<file path="src/rtl/cont_4bits.sv">
// Cascadable binary up-counter with count enable and combinational terminal count.
// TC of one stage drives the enable of the next to build wider counters.
module cont_4bits #(
  parameter int WIDTH = 4
) (
  input  logic             clk,
  input  logic             reseta_n,
  input  logic             enable,
  output logic [WIDTH-1:0] Q,
  output logic             TC
);

  localparam logic [WIDTH-1:0] ONE      = {{(WIDTH-1){1'b0}}, 1'b1};
  localparam logic [WIDTH-1:0] ALL_ONES = {WIDTH{1'b1}};

  logic [WIDTH-1:0] q_q;
  logic [WIDTH-1:0] q_d;

  // Carry out of the MSB is dropped, so all-ones wraps to zero.
  always_comb begin
    q_d = q_q;
    if (enable) begin
      q_d = q_q + ONE;
    end
  end

  always_ff @(posedge clk or negedge reseta_n) begin
    if (!reseta_n) begin
      q_q <= '0;
    end else begin
      q_q <= q_d;
    end
  end

  assign Q  = q_q;
  assign TC = enable & (q_q == ALL_ONES);

endmodule

</file>
<file path="config.mk">
export PLATFORM = sky130hd
export DESIGN_NAME = cont_4bits
export DESIGN_NICKNAME = d
export VERILOG_FILES = /design/src/rtl/cont_4bits.sv
export SDC_FILE = /design/constraint.sdc
export NUM_CORES = 1
export LEC_CHECK = 0
export BUFFER_PORTS_ARGS = -buffer_cell sky130_fd_sc_hd__buf_2
export CORE_AREA = 2 2 39 41
export DETAILED_ROUTE_END_ITERATION = 8
export DIE_AREA = 0 0 41 43
export SYNTH_ARGS = -nofsm -noshare
export SYNTH_HDL_FRONTEND = slang
export SYNTH_SLANG_ARGS = --single-unit
</file>
<file path="constraint.sdc">
create_clock -name clk -period 1.1 [get_ports clk]
set_input_delay 0.055 -clock clk [delete_from_list [all_inputs] [get_ports clk]]
set_output_delay 0.055 -clock clk [all_outputs]
set_load 0.02 [all_outputs]
</file>
After elaboration in Yosys (flattened, before gate mapping)
Index checks and enable logic that the tools add are counted.
Cells by class
  $add $sub $neg: 1
  shift operators: 0
  magnitude comparators: 0
  reduce and logical (&&, ||, !) cells: 0
  divide/modulo/power cells: 0
  multipliers: 0
  multiplexer cells: 0
  equality and inequality tests: 1
  bitwise logic cells: 1
Operator list (count)
  $add A4 B1 Y4 const B: 1
  $eq A4 B4 Y1 const B: 1
  $and A1 B1 Y1: 1
Word-level totals
  latch bits: 0
  memories: 0
  output and inout port bits: 5
  input port bits: 3
  logic and storage cells: 4
  bits in registers: 4
  memory bits (writable): 0
  bits in read-only memories: 0

Depth between registers and ports, before layout
  word-level depth: 2
  depth in mapped cells: 3
  mapped depth without buffers: 3

Least setup slack after synthesis
OpenSTA, ideal clock, no wires.
  path type: register to register
  from: register q_q[0] (netlist: Q[0])
  to: register q_q[1] (netlist: Q[1])
  buffers on the path: 0
  arrival: 1.020 ns
  period minus slack after synthesis: 1.145 ns
  setup time: 0.125 ns
  setup slack: -0.045 ns
  data required time: 0.975 ns
  cell stages (with the launch flop): 3
  cells stage by stage: dfrtp_1 > ha_1 > mux2_2
Between the ends
  cells in the longest elaborated chain, start to end: 1
Ends and longest elaborated chain
  start: declaration: RTL line 16  | logic [WIDTH-1:0] q_q;
  start signal: assignment: RTL line 31  | q_q <= q_d;
  $add A4 B1 Y4: RTL line 23  | q_d = q_q + ONE;
No other way between the ends.
A chain may end at the register's enable or synchronous reset.

Worst setup path in the final report
  from: register q_q[1] (netlist: Q[1])
  to: output TC
Between the ends
  cells in the longest elaborated chain, start to end: 2
Ends and longest elaborated chain
  $eq A4 B4 Y1: RTL line 36  | assign TC = enable & (q_q == ALL_ONES);
  $and A1 B1 Y1: RTL line 36
  end: declaration: RTL line 10  | output logic TC
No other way between the ends.

==> out/results.tsv <==
metric	value	unit
main area contributors after synthesis	dfrtp_1 60%, xnor2_1 10%, ha_1 7.5%	
Final period util	0.992	
Syn. warnings	0	
via/cell ratio	3.38	
Worst Reg-to-Reg Cells	2	
vias in the first global route	148	
Hold Crit Depth	2	
CTS tree	yes	
worst endpoint data arrival time	1.04	ns
crit path max fanout	2	
Slew HR	0.907	
CTS root buf	clkbuf_4	
Avg Inst Size Synth	12.9	um2
area leader, netlist	dfrtp_1	
port bufs	7	
first-pass GRT wire length	614	um
share of cells above drive strength 1	0.690	
Area Growth Syn to Fin	97.8	%
post-route cell area	332	um2
iteration-0 DRC count of the detailed router	0	
Pwr Density	3140	nW/um2
final-report max-slew violation count	0	
mean routed wirelength per cell	8.31	um
Detailed Routing Iterations Pass 1	1	
top-area cell type share of the netlist area	0.597	
total vias in the final route	152	
sequential area share after synthesis	0.597	
H-tree Lvls	1	
Setup Skew	0.00882	ns
initial antenna violation count	0	
DIE WIDTH	41	um
clock buffer depth	2	
max_cap viols	0	
Site Rows	14	
Leakage Power	0.000148	uW
final setup fails	0	
RSZ-0062 raised after global routing	yes	
DIE HEIGHT	43	um
max reg flops	4	
Hold Fails Final Rpt	0	
most numerous cell in the Yosys netlist	dfrtp_1	
Crit Path Class	reg -> out	
Primary FF master, synth	dfrtp_1	
Netlist Area Pre-Place	168	um2
later-pin clock latency in the skew report	0.24	ns
Residual DRC	0	
crit end category	primary output	
Nets	34	
min-delay worst type	in -> reg	
Post-Syn Instances	13	
total CTS buffers	3	
number of antenna diodes	0	
GR Overflow Total	0	
worst slew pin tran	0.138	ns
TritonCTS Sinks	4	
Synth cell types	8	
register area	103	um2
FF+latch count, synth	4	
GP Congestion	0.641	
Starting Density	0.121	
min Tclk post-route	1.09	ns
Placeable Area	1380	um2
Clk pin slew, worst setup/hold paths	0.04	ns
Placed Area	240	um2
largest net degree at the start of global routing	5	
Filler Cell Count	155	
full die area	1760	um2
status	complete, no violations	
number of synthesized flops with an enable pin	0	
num ports	8	
post-synth net total	17	
asr flop ratio synth	1.00	
CP startpoint kind	flop	
WHS	0.0872	ns
final antenna-violating net count	0	
GRT Util Overall	0.0634	
routed wire length	374	um
highest clock rate	916	MHz
Commonest cells post-synth	4 x dfrtp_1, 2 x nand2_1, 2 x xnor2_1	
Worst Path Required	1.04	ns
Peak VDD IR	0.000607	V
area of the multi-input gates	95.1	um2
-- logic make-up (layout without fill, tap and decap cells) --
family,Yosys count,count (layout),share of synthesized area
flip-flops,4,4,0.597
AND/OR/NAND/NOR,4,4,0.104
adder cells (fa/ha/maj),1,1,0.0746
XOR/XNOR,3,3,0.157
multiplexers,1,1,0.0672
buffers and inverters,0,16,0
-- stage by stage --
step / power [uW] / setup TNS, ns / util / setup slack [ns] / cells
floorplan: 528 / -0.00709 / - / -0.00709 / 13
global placement: 687 / 0 / 0.174 / 0.0712 / 38
detailed placement: 701 / 0 / 0.174 / 0.0601 / 38
CTS: 1000 / -0.0141 / 0.225 / -0.0141 / 45
global route: 1150 / -0.0664 / 0.240 / -0.0361 / 45
finish: 1040 / 0 / 0.240 / 0.00888 / 45
-- report_power, final --
part	switching (uW)	internal, uW
Clock	61.4	136
Sequential	74.6	235
Combinational	255	279
Total	391	649
-- cell usage in the layout, fill, tap and decap left out, types with 2 or more instances in the layout --
| cell | netlist | final |
|---|---|---|
| clkbuf_4 | 0 | 3 |
| xnor2_1 | 2 | 2 |
| dfrtp_1 | 4 | 2 |
| buf_6 | 0 | 2 |
| buf_2 | 0 | 5 |
| buf_4 | 0 | 4 |
| dfrtp_2 | 0 | 2 |
-- layer usage --
metal / wire [um] / global-route usage / part of all wire / vias up
li1: - / - / - / 77
met1: 157 / 0.0649 / 0.42 / 67
met2: 162 / 0.0594 / 0.43 / 8
met3: 53 / 0.0628 / 0.14 / 0
met4: 0 / 0.0800 / 0 / 0
met5: 0 / 0 / 0 / -
-- worst max-delay path: stages, from the launching register on --
cell and delay, ns:
dfrtp_2 0.42, ha_4 0.17, nand2_4 0.06, nor2_4 0.03
buf_6 0.12
-- final timing paths --
path | startpoint | endpoint | slack [ns]
worst min-delay path | enable | Q[0] | 0.09
worst max-delay path | Q[1] | TC | 0.009
worst max register to register | Q[1] | Q[1] | 0.09
worst min register to register | Q[3] | Q[3] | 0.50
max in group asynchronous | reseta_n | Q[0] | 0.82
min in group asynchronous | reseta_n | Q[1] | 0.15
-- final cells by class --
class / count / area share
multi-input cells: 9 / 0.287
clock buffers: 4 / 0.0792
well taps: 16 / 0.0604
flip-flops and latches: 4 / 0.309
repair buffers: 12 / 0.264
-- repair_timing --
| item | CTS | global route |
|---|---|---|
| gates resized for setup | 7 | 3 |
| endpoints found under the hold margin | 4 | 0 |
| gates cloned | 0 | 0 |
| buffers inserted | 2 | 0 |
| pin swaps | 1 | 0 |
| hold buffers | 1 | 0 |
| setup endpoints to repair | 1 | 2 |
Note: power is estimated with default switching activity, not from simulation.
